--- config.mk ---
export PLATFORM = sky130hd
export DESIGN_NAME = act_lut_loader
export DESIGN_NICKNAME = d
export VERILOG_FILES = /design/src/rtl/act_lut_pkg.sv /design/src/rtl/act_lut_bank.sv /design/src/rtl/act_lut_loader.sv
export SDC_FILE = /design/constraint.sdc
export NUM_CORES = 1
export LEC_CHECK = 0
export CAP_MARGIN = 20
export CORE_UTILIZATION = 55
export DETAILED_ROUTE_END_ITERATION = 8
export DONT_BUFFER_PORTS = 1
export PLACE_DENSITY = 0.76
export SLEW_MARGIN = 20
export SYNTH_ARGS = -nofsm -noshare
export SYNTH_HDL_FRONTEND = slang
export SYNTH_SLANG_ARGS = --single-unit
--- constraint.sdc ---
create_clock -name clk -period 2.49 [get_ports clk]
set_clock_uncertainty 0.15 [all_clocks]
set_input_delay 0.1245 -clock clk [delete_from_list [all_inputs] [get_ports clk]]
set_output_delay 0.1245 -clock clk [all_outputs]
set_load 0.01 [all_outputs]
--- src/rtl/act_lut_pkg.sv ---
// rtl/act_lut_pkg.sv - shared types and constants for the activation lookup table
package act_lut_pkg;

  // Default table geometry, shared with the interpolating activation function
  localparam int ACT_ADDR_W = 4;
  localparam int ACT_DATA_W = 8;

  typedef enum logic [1:0] {
    IDLE  = 2'd0,
    LOAD  = 2'd1,
    CHECK = 2'd2,
    SWAP  = 2'd3
  } lut_state_t;

  // Segments plus the upper endpoint
  function automatic int lut_points(input int addr_w);
    return (1 << addr_w) + 1;
  endfunction

  localparam int LUT_POINTS = lut_points(ACT_ADDR_W);

endpackage

--- src/rtl/act_lut_bank.sv ---
// rtl/act_lut_bank.sv - one breakpoint bank, one write port, reads at addr and addr+1
module act_lut_bank
  import act_lut_pkg::*;
#(
  parameter int ADDR_W = ACT_ADDR_W,
  parameter int DATA_W = ACT_DATA_W
) (
  input  logic                     clk,
  input  logic                     rst,
  input  logic                     we,
  input  logic [ADDR_W:0]          waddr,
  input  logic signed [DATA_W-1:0] wdata,
  input  logic [ADDR_W-1:0]        raddr,
  output logic signed [DATA_W-1:0] rdata_lo,
  output logic signed [DATA_W-1:0] rdata_hi
);

  localparam int NPTS = lut_points(ADDR_W);
  localparam logic [ADDR_W:0] LAST_IDX = {1'b1, {ADDR_W{1'b0}}};

  logic signed [DATA_W-1:0] mem [NPTS];
  logic [ADDR_W:0] raddr_lo;
  logic [ADDR_W:0] raddr_hi;

  // The upper read port never wraps: segment 2^ADDR_W-1 reads the endpoint
  assign raddr_lo = {1'b0, raddr};
  assign raddr_hi = raddr_lo + {{ADDR_W{1'b0}}, 1'b1};
  assign rdata_lo = mem[raddr_lo];
  assign rdata_hi = mem[raddr_hi];

  // Point storage, cleared to zero on reset
  always_ff @(posedge clk or negedge rst) begin
    if (!rst) begin
      for (int i = 0; i < NPTS; i++) begin
        mem[i] <= '0;
      end
    end else if (we && (waddr <= LAST_IDX)) begin
      mem[waddr] <= wdata;
    end
  end

endmodule

--- src/rtl/act_lut_loader.sv ---
// rtl/act_lut_loader.sv - double-buffered activation LUT loader (ACT_LUT_CHECKSUM_EN adds trailing checksum byte)
module act_lut_loader
  import act_lut_pkg::*;
#(
  parameter int ADDR_W = ACT_ADDR_W,
  parameter int DATA_W = ACT_DATA_W
) (
  input  logic                     clk,
  input  logic                     rst,
  input  logic                     start,
  input  logic                     abort,
  input  logic                     wr_valid,
  input  logic signed [DATA_W-1:0] wr_data,
  output logic                     wr_ready,
  input  logic [ADDR_W-1:0]        address,
  output logic signed [DATA_W-1:0] base,
  output logic signed [DATA_W-1:0] next__data,
  output logic                     loading,
  output logic                     swap_done,
  output logic                     bank_sel,
  output logic                     crc_error
);

  localparam logic [ADDR_W:0] LAST_IDX = {1'b1, {ADDR_W{1'b0}}};

  lut_state_t state, state_nx;
  logic [ADDR_W:0] count;
  logic accept;
  logic load_beat;
  logic we0, we1;
  logic signed [DATA_W-1:0] base0, next0, base1, next1;

`ifdef ACT_LUT_CHECKSUM_EN
  logic [DATA_W-1:0] sum_acc;
  logic [DATA_W-1:0] sum_nx;
  logic sum_ok;
  logic crc_q;

  assign sum_nx = sum_acc + wr_data;
  assign sum_ok = (sum_nx == '0);
`endif

  assign accept    = wr_valid && wr_ready;
  assign load_beat = accept && (state == LOAD);
  assign loading   = (state == LOAD) || (state == CHECK);

  // FSM state register
  always_ff @(posedge clk or negedge rst) begin
    if (!rst) begin
      state <= IDLE;
    end else begin
      state <= state_nx;
    end
  end

  // Next-state and handshake outputs; abort drops ready so no beat slips in
  always_comb begin
    state_nx  = state;
    wr_ready  = 1'b0;
    swap_done = 1'b0;
    case (state)
      IDLE: begin
        if (start) state_nx = LOAD;
      end
      LOAD: begin
        wr_ready = !abort;
        if (abort) begin
          state_nx = IDLE;
        end else if (wr_valid && (count == LAST_IDX)) begin
`ifdef ACT_LUT_CHECKSUM_EN
          state_nx = CHECK;
`else
          state_nx = SWAP;
`endif
        end
      end
      CHECK: begin
`ifdef ACT_LUT_CHECKSUM_EN
        wr_ready = !abort;
        if (abort) begin
          state_nx = IDLE;
        end else if (wr_valid) begin
          state_nx = sum_ok ? SWAP : IDLE;
        end
`else
        state_nx = IDLE;
`endif
      end
      SWAP: begin
        swap_done = 1'b1;
        state_nx  = IDLE;
      end
      default: state_nx = IDLE;
    endcase
  end

  // Write counter and active-bank select; the bank flips as SWAP is left
  always_ff @(posedge clk or negedge rst) begin
    if (!rst) begin
      count    <= '0;
      bank_sel <= 1'b0;
    end else begin
      if ((state == IDLE) && start) begin
        count <= '0;
      end else if (load_beat) begin
        count <= count + {{ADDR_W{1'b0}}, 1'b1};
      end
      if (state == SWAP) begin
        bank_sel <= !bank_sel;
      end
    end
  end

`ifdef ACT_LUT_CHECKSUM_EN
  // Running byte sum of the points and the sticky mismatch flag
  always_ff @(posedge clk or negedge rst) begin
    if (!rst) begin
      sum_acc <= '0;
      crc_q   <= 1'b0;
    end else if ((state == IDLE) && start) begin
      sum_acc <= '0;
      crc_q   <= 1'b0;
    end else if (load_beat) begin
      sum_acc <= sum_nx;
    end else if (accept && (state == CHECK) && !sum_ok) begin
      crc_q <= 1'b1;
    end
  end

  assign crc_error = crc_q;
`else
  assign crc_error = 1'b0;
`endif

  // Only the inactive bank is ever written
  assign we0 = load_beat && bank_sel;
  assign we1 = load_beat && !bank_sel;

  act_lut_bank #(.ADDR_W(ADDR_W), .DATA_W(DATA_W)) u_bank0 (
    .clk      (clk),
    .rst      (rst),
    .we       (we0),
    .waddr    (count),
    .wdata    (wr_data),
    .raddr    (address),
    .rdata_lo (base0),
    .rdata_hi (next0)
  );

  act_lut_bank #(.ADDR_W(ADDR_W), .DATA_W(DATA_W)) u_bank1 (
    .clk      (clk),
    .rst      (rst),
    .we       (we1),
    .waddr    (count),
    .wdata    (wr_data),
    .raddr    (address),
    .rdata_lo (base1),
    .rdata_hi (next1)
  );

  assign base       = bank_sel ? base1 : base0;
  assign next__data = bank_sel ? next1 : next0;

endmodule

# [Yosys cells after proc, flatten, opt, wreduce, memory -nomap -nowiden]
# Index checks and enable logic that the tools add are counted.
[totals] out_inout_bits=21 in_bits=17 word_cells=95 ff_bits=280
[classes] n_lt_le_gt_ge=5 n_addsub=2 muxes=26 eq_ne=6 bitwise=3 reduce_logical=16
[op_table] op="136-bit bitwise mux" count=2
[op_table] op="8-bit binary-select mux with 5-bit select" count=4
[op_table] op="8-bit 2-to-1 mux" count=11
[op_table] op="8-bit demux with 5-bit select" count=1
[op_table] op="6-bit greater-or-equal comparator, second input constant" count=3
[op_table] op="5-bit NOT with 6-bit output" count=2
[op_table] op="5-bit 2-to-1 mux" count=2
[op_table] op="1-bit logical AND" count=9
[op_table] op="6-bit by 1-bit less-than comparator with 1-bit output, second input constant" count=1
[op_table] op="2-bit 2-to-1 mux" count=3
[op_table] op="4-bit NOT with 6-bit output" count=1
[op_table] op="2-bit one-hot mux with 3 select lines" count=1
[op_table] op="4-bit by 1-bit adder with 5-bit output, second input constant" count=1
[op_table] op="5-bit by 1-bit adder with 5-bit output, second input constant" count=1
[op_table] op="5-bit equality test, second input constant" count=1
[op_table] op="5-bit <= comparator, second input constant" count=1
[op_table] op="2-bit equality test, second input constant" count=2
[op_table] op="3-bit by 2-bit != test with 1-bit output, second input constant" count=1
[op_table] op="2-bit by 1-bit equality test with 1-bit output, second input constant" count=1
[op_table] op="1-bit logical NOT" count=2
[op_table] op="2-bit logical NOT" count=1
[op_table] op="1-bit 2-to-1 mux" count=2
[op_table] op="2-bit != test, second input constant" count=1
[op_table] op="2-bit AND reduction" count=1
[op_table] op="other kinds (3)" count=3

# [Depth between registers and ports, before layout]
# Gate-level depths: netlist of run 1.
[logic_depth] word_depth=6 depth_mapped=8 ltp_nobuf=6

# [Hierarchy]
# A second synthesis of run 1 with hierarchy kept.
[hier_totals] cells_unflattened=1309 hier_area_um2=15309.7
[by_module_without_submodules] module="act_lut_bank at u_bank0" seq_area_each_um2=3403.3 n_inst=1 area_each_um2=7339.5 cells_each=622
[by_module_without_submodules] module="act_lut_bank at u_bank1" seq_area_each_um2=3403.3 n_inst=1 area_each_um2=7290.7 cells_each=620
[by_module_without_submodules] module="act_lut_loader" seq_area_each_um2=200.2 n_inst=1 area_each_um2=679.4 cells_each=67

# [Worst setup path after synthesis of run 1]
# No wires, ideal clock.
[synth_path] path_type="reg-to-reg" start="register state[1]" end="register u_bank0.mem[64] (netlist bit)" t_required_ns=2.212 arrival_ns=2.007 path_slack_ns=0.205 n_path_buf=2 path_stages_with_launch=9 setup_time_ns=0.128 period_less_slack_ns=2.285 cell_sequence="dfrtp_1 > inv_1 > ha_1 > and3b_1 > clkbuf_1 > nand2_1 > or4b_1 > buf_2 > mux2_1"
[synth_between] elab_chain_cells=6
[synth_rtl] item="from (decl)" line="act_lut_loader.sv:26" source="lut_state_t state, state_nx;"
[synth_rtl] item="from (signal assigned)" line="act_lut_loader.sv:52" source="state <= state_nx;"
[synth_rtl] item="2-bit by 1-bit equality test with 1-bit output *" line="act_lut_loader.sv:44, act_lut_loader.sv:61"
[synth_rtl] item="1-bit 2-to-1 mux" line="act_lut_loader.sv:61" source="case (state)"
[synth_rtl] item="1-bit logical AND" line="act_lut_loader.sv:43" source="assign accept = wr_valid && wr_ready;"
[synth_rtl] item="1-bit logical AND *" line="act_lut_loader.sv:44" source="assign load_beat = accept && (state == LOAD);"
[synth_rtl] item="1-bit logical AND *" line="act_lut_loader.sv:136" source="assign we0 = load_beat && bank_sel;"
[synth_rtl] item="1-bit logical AND *" line="act_lut_bank.sv:37" source="end else if (we && (waddr <= LAST_IDX)) begin"
[synth_rtl] item="to (signal, indexed assignment)" line="act_lut_bank.sv:38" source="mem[waddr] <= wdata;"
[synth_rtl] item="to (decl)" line="act_lut_bank.sv:21" source="logic signed [DATA_W-1:0] mem [NPTS];"
# Every way passes the cells marked *; elsewhere a longest branch is shown, timed or not.
# A chain may end at the register's enable or synchronous reset.

# [Worst setup path in the final report of run 1]
[layout_path] start="register bank_sel" end="output next__data[5]"
[layout_between] elab_chain_cells=1
[layout_rtl] item="from (decl)" line="act_lut_loader.sv:20" source="output logic bank_sel,"
[layout_rtl] item="from (signal assigned)" line="act_lut_loader.sv:109" source="bank_sel <= !bank_sel;"
[layout_rtl] item="8-bit 2-to-1 mux" line="act_lut_loader.sv:162" source="assign next__data = bank_sel ? next1 : next0;"
[layout_rtl] item="to (decl)" line="act_lut_loader.sv:17" source="output logic signed [DATA_W-1:0] next__data,"
# Every way passes these cells.

==> metrics.cfg, run 1 <==
[floorplan]
start_util_pct=56.44
die_height_um=168.8
io_pins=38
fp.dieW_um=168.8
die-area_um2=28480
rows=60
core_area_um2=27100

[grt]
grt_max_degree=281
first_global_vias=9633
grt_overflow=0
antenna_found_initial=0
grt_usage_pct=28.18
grt_pass1_wl_um=60060

[synth]
synth_xor_area_share_pct=0.4009
yosys.area_share.simple_pct=3.501
synth_seq_cells=280
syn_nets=1022
synthAdderAreaFrac_pct=0.7363
synth_edf_count=0
synth_compound_area_share_pct=3.313
ys_warn_count=0
synthesis.area_um2=15290
avgSynthCellArea_um2=15.36
synth_top_family_by_area=multiplexers
ys_seq_area_share_pct=45.81
yosysUniqueCellTypes=45
synthFlopType=dfrtp_1
muxShareOfSynthArea_pct=43.52
async_flop_share_pct=100.0
syn_inst=996

[cells_and_area]
finalNetCount=1060
final_common_cell=dfrtp_1
final_cell_area_um2=17380
layout-drive-gt1-share_pct=39.85
syn_to_final_growth_pct=13.65
antenna_cells=0
mostFrequentLayoutCells=dfrtp_1, mux2_1, mux4_2

[route]
drt_pre_antenna_iters=5
routed_via_density=6.712
wirelength_um=38590
vias=9571
wire_per_inst_um=27.06
ant_nets=0
drc=0
drt_iter0_drc=1049

[hold_path]
hold_class=in -> async

[clock_network]
clkSinkCount=280
numCtsBuffers=29
cts_root_buf=clkbuf_16
clock_latency_ns=0.54
cts_htree_levels=1
clockBufferDepth=3
cts_tree=done
cts_hold_buffers=20
path_clk_slew_ns=0.06

[power_and_ir_drop]
p_leak_nw=8.170
p_total_mw=11.07
power_density_nw_per_um2=636.7
ir_drop_mv=0.5293

[placement]
port_buffers=0
dp_hpwl_um=23700
post_dp_cell_area_um2=15800
place_congestion=1.002

[sta]
min_period_ns=2.881
timing.final.ws_setup_ns=-0.3912
finalHoldViolCount=280
period_share_pct=115.7
rsz0062_at_grt=yes
worstMarginPinSlew_ns=0.9519
slew_headroom_pct=36.54
slew_violations=0
setup_viol=16
timing.hold.ws_ns=-0.8759
max_freq_mhz=347.1

[worst_setup_path]
startpoint=bank_sel
crit_path_end=next__data[5]
crit_type=reg -> out
cp-start-kind=flop
worst_setup_path_end_kind=output port
crit_arrival_ns=2.61
cp.required_ns=2.22
crit_fanout=8
r2r_slack_ns=0.04
r2r_end=u_bank1.mem[31]
ff2ff_path_depth=6
r2r_start=bank_sel

[run_status]
failed_checks=hold timing, setup timing
outcome=finished, violations left

[flow_run]
max-cap-violations=0

==> registers in the layout, summed over array words and instances (netlist names) <==
signal and count:
u_bank0.mem 136, u_bank1.mem 136, count 5, state 2
bank_sel 1
==> critical path, cell delays in order (launching register included) <==
cell	delay (ns)
dfrtp_4	0.57
buf_8	0.18
or4bb_1	0.51
a21boi_2	0.16
o31a_1	0.27
o221ai_2	0.18
buf_4	0.18
==> per-stage QoR <==
step / hold slack [ns] / utilization (%) / TNS [ns] / std cells / setup WS [ns]
after floorplan: -0.3211 / - / 0 / 996 / 0.2050
after global placement: -0.3163 / 58.30 / 0 / 1330 / 0.04362
after detailed placement: -0.3158 / 58.30 / 0 / 1330 / 0.02991
after CTS: -0.8895 / 63.89 / -2.215 / 1424 / -0.2732
after global routing: -0.8851 / 64.14 / -3.080 / 1426 / -0.4027
final: -0.8759 / 64.14 / -2.902 / 1426 / -0.3912
==> cell type report <==
type / count / area (um2)
fill: 1931 / 9719
sequential: 280 / 7010
clock buffer: 45 / 885.9
clock inverter: 6 / 55.05
multi-input combinational: 625 / 8021
tap: 372 / 465.4
timing repair buffer: 93 / 924.6
inverter: 5 / 18.77
==> per-layer routing <==
| layer | wire [um] | part of all wire, % | GRT usage [%] | vias to the layer above |
|---|---|---|---|---|
| met5 | 0 | 0 | 0 | - |
| met4 | 1169 | 3.0 | 7.549 | 0 |
| met3 | 2839 | 7.4 | 4.887 | 75 |
| met2 | 17630 | 46 | 42.17 | 373 |
| met1 | 16950 | 44 | 42.84 | 5148 |
| li1 | - | - | - | 3975 |
==> synth_stat cells (2+ instances only) <==
library cell,n,share of area (%)
ha_1,9,0.74
xnor2_1,2,0.11
and2_1,4,0.16
nand2_1,21,0.52
buf_2,23,0.75
mux2_1,166,12
inv_1,5,0.12
or4bb_1,8,0.59
buf_6,4,0.29
mux4_2,144,21
a21boi_0,9,0.44
mux2_2,122,9.0
o221ai_1,8,0.46
o211ai_1,16,0.79
nor3b_1,3,0.15
a21oi_1,15,0.49
nand2b_1,10,0.41
and3_1,3,0.12
o31a_1,8,0.46
buf_4,3,0.15
a21o_1,9,0.44
nand3_1,14,0.46
clkbuf_1,50,1.2
buf_1,6,0.15
xor2_1,5,0.29
mux2i_1,17,1.1
nor3_1,2,0.065
dfrtp_1,280,46
nand4_1,2,0.082
nor2b_1,4,0.16
nor2_1,10,0.25
==> timing repair <==
item | 4_1_cts | 5_1_grt
pin swaps | 22 | 14
cloned | 1 | 0
buffers inserted | 22 | 2
gates resized for setup | 29 | 17
hold endpoints to repair | 559 | 280
setup endpoints to repair | 16 | 82
==> power by group <==
part,internal (mW),switching [mW],leakage [nW]
Clock,2.52,1.76,0.470
Combinational,0.880,0.784,3.83
Sequential,4.88,0.244,3.87
Total,8.28,2.78,8.17
==> worst min-delay path by stage <==
stage / endpoint / cells after the start / slack (ns)
floorplan: bank_sel / 0 / -0.32
global placement: u_bank1.mem[79] / 0 / -0.32
detailed placement: u_bank1.mem[75] / 0 / -0.32
CTS: u_bank1.mem[75] / 0 / -0.89
global route: u_bank1.mem[19] / 0 / -0.89
finish: u_bank1.mem[95] / 0 / -0.88
==> cells by family (layout without fill, tap and decap cells) <==
family,Yosys count,after routing
xor gates and xnor gates,7,7
other,1,1
muxes,449,449
and+or+nand+nor,89,89
AOI/OAI and AO/OA,70,70
adders and majority gates,9,9
DFF,280,280
buffers and inverters,91,149
No activity file was read; power rests on OpenSTA's default activity.
==> run 2, diff against run 1 <==
==> constraint.sdc (replaced) <==
create_clock -name clk -period 3 [get_ports clk]
set_clock_uncertainty 0.15 [all_clocks]
set_input_delay 0.15 -clock clk [delete_from_list [all_inputs] [get_ports clk]]
set_output_delay 0.15 -clock clk [all_outputs]
set_load 0.01 [all_outputs]
==> metrics.cfg, run 2 (synthesis gave the netlist of run 1 again) <==
[run_status]
outcome=finished, violations left  ; unchanged
failed_checks=hold timing  ; was hold timing, setup timing

[worst_setup_path]
crit_arrival_ns=2.62  ; was 2.61 ns
cp.required_ns=2.70  ; was 2.22 ns
slowest_delay_ns=0.64  ; was 0.57 ns
crit_fanout=32  ; was 8
r2r_end=u_bank0.mem[97]  ; was u_bank1.mem[31]
worst_setup_path_end_kind=output port  ; unchanged
r2r_slack_ns=0.23  ; was 0.04 ns
cp-start-kind=flop  ; unchanged
path_buf_inv=0  ; was 2
ff2ff_path_depth=6  ; unchanged
r2r_start=count[0]  ; was bank_sel
slowest_stage=dfrtp_4  ; unchanged
crit_chain=or4bb_1 -> a21boi_1 -> o31a_1 -> o221ai_1  ; was buf_8 -> or4bb_1 -> a21boi_2 -> o31a_1 -> o221ai_2 -> buf_4
crit_type=reg -> out  ; unchanged
critPathTopFamily=compound AO/OA/AOI/OAI gates  ; unchanged

[clock_network]
cts_htree_levels=1  ; unchanged
clock_latency_ns=0.56  ; was 0.54 ns
clockBufferDepth=3  ; unchanged
clkSinkCount=280  ; unchanged
post_cts_buffers=0  ; was 22
numCtsBuffers=30  ; was 29
cts_root_buf=clkbuf_16  ; unchanged
cts_hold_buffers=20  ; unchanged
path_clk_slew_ns=0.06  ; about the same
cts_tree=done  ; unchanged

[route]
drc=0  ; unchanged
highest_layer=met4  ; unchanged
dr_wl_met2_um=17520  ; was 17630 um
wire_per_inst_um=27.81  ; was 27.06 um
met3WireLength_um=2604  ; was 2839 um
drt_pre_antenna_iters=4  ; was 5
vias=9327  ; was 9571
routed_via_density=6.813  ; was 6.712
wirelength_um=38080  ; was 38590 um
m1WireLength_um=16860  ; was 16950 um
drt_iter0_drc=919  ; was 1049
ant_nets=0  ; unchanged

[grt]
grt_pass1_wl_um=59450  ; was 60060 um
first_global_vias=9527  ; was 9633
grt_overflow=0  ; unchanged
grt_usage_pct=27.96  ; was 28.18%
grt_max_degree=281  ; unchanged
antenna_found_initial=0  ; unchanged

[placement]
post_dp_cell_area_um2=15480  ; was 15800 um2
port_buffers=0  ; unchanged
dp_slack_ns=0.3276  ; was 0.02991 ns
dpl.cell_count=1293  ; was 1330
place_congestion=0.8927  ; was 1.002
dp_hpwl_um=23710  ; was 23700 um

[sta]
finalSetupTns_ns=0  ; was -2.902 ns
timing.hold.ws_ns=-0.8511  ; was -0.8759 ns
setup_viol=0  ; was 16
finalHoldViolCount=280  ; unchanged
min_period_ns=2.923
period_share_pct=97.43
timing.final.ws_setup_ns=0.07714  ; was -0.3912 ns
rsz0062_at_grt=no  ; was yes
worstMarginPinSlew_ns=0.8106  ; was 0.9519 ns
slew_headroom_pct=45.96  ; was 36.54%
max_freq_mhz=342.1
slew_violations=0  ; unchanged

[floorplan]
fp.dieW_um=168.8  ; unchanged
start_util_pct=56.44  ; unchanged
core_area_um2=27100  ; unchanged
die_height_um=168.8  ; unchanged
rows=60  ; unchanged
die-area_um2=28480  ; unchanged
io_pins=38  ; unchanged

[cells_and_area]
final_common_cell=dfrtp_1  ; unchanged
reg.largest.list=u_bank0.mem: 136 flops, u_bank1.mem: 136 flops, count: 5 flops  ; unchanged
final_cell_area_um2=16880  ; was 17380 um2
layout-drive-gt1-share_pct=34.40  ; was 39.85%
antenna_cells=0  ; unchanged
fin_cells=1369  ; was 1426
mostFrequentLayoutCells=dfrtp_1, mux2_1, mux4_2  ; unchanged
fin_util_pct=62.29  ; was 64.14%
syn_to_final_growth_pct=10.36  ; was 13.65%
finalNetCount=999  ; was 1060

[power_and_ir_drop]
p_total_mw=9.675  ; was 11.07 mW
seq_power_share_pct=44.1  ; was 46.3%
internal_power_mw=7.295  ; was 8.283 mW
power.switching_mw=2.381  ; was 2.784 mW
swShare_pct=24.60  ; was 25.16%
ir_drop_mv=0.5003  ; was 0.5293 mV
p_leak_nw=7.862  ; was 8.170 nW
combPwrFrac_pct=13.3  ; was 15.0%
power_frac_clock_pct=42.6  ; was 38.7%
power_density_nw_per_um2=573.2  ; was 636.7 nW/um2

[flow_run]
max-cap-violations=0  ; unchanged

[hold_path]
hold_class=in -> async  ; unchanged

## run 2: cell types whose count changed in the layout (fill, tap and decap cells not counted), sizes merged
cell / before / now
bufbuf: 1 / 0
bufinv: 1 / 6
clkinvlp: 0 / 1
clkinv: 5 / 7
buf: 80 / 19
clkbuf: 45 / 42
dlygate4sd3: 11 / 12
dlymetal6s4s: 1 / 0
## run 2: area by class of cell
type	instances	area, um2
flip-flops and latches	280	7010
multi-input cells	625	7896
repair buffers	31	375.4
clock inverters	14	226.5
inverters	5	18.77
fillers	1963	10220
clock buffers	42	887.1
well taps	372	465.4
## run 2: how the worst max path moves through the flow
stage / slack, ns / startpoint / cells past startpoint / to
finish: 0.08 / bank_sel / 4 / next__data[3]
global route: 0.06 / bank_sel / 4 / next__data[3]
CTS: 0.03 / bank_sel / 4 / next__data[3]
detailed placement: 0.33 / count[0] / 6 / u_bank0.mem[97]
global placement: 0.27 / count[0] / 6 / u_bank0.mem[100]
floorplan: 0.71 / state[1] / 8 / u_bank0.mem[64]
## run 2: metal layers
layer / vias to the layer above / track usage, %
met1: 5073 / 41.77
met5: - / 0
met3: 64 / 5.261
met4: 0 / 8.024
met2: 332 / 42.08
li1: 3858 / -
## run 2: repair_timing
action                                 4_1_cts  5_1_grt
gates resized for setup                      0        2
setup endpoints to repair                    0        1
endpoints found under the hold margin      559      280
## run 2: power groups by stage
stage                     sequential (mW)  combinational [mW]  clock [mW]
after floorplan                      4.25               0.976           0
after global placement               4.30                1.13           0
after detailed placement             4.32                1.15           0
after CTS                            4.26                1.27        4.18
after global routing                 4.30                1.35        4.32
final                                4.27                1.28        4.13
## run 2: worst reg2reg max path, stage by stage, from the launching register on
cell      delay, ns
dfrtp_1        0.45
inv_1          0.12
ha_1           0.23
nand2b_1       0.18
nor3b_1        0.53
nand3_1        0.51
mux2_1         0.48
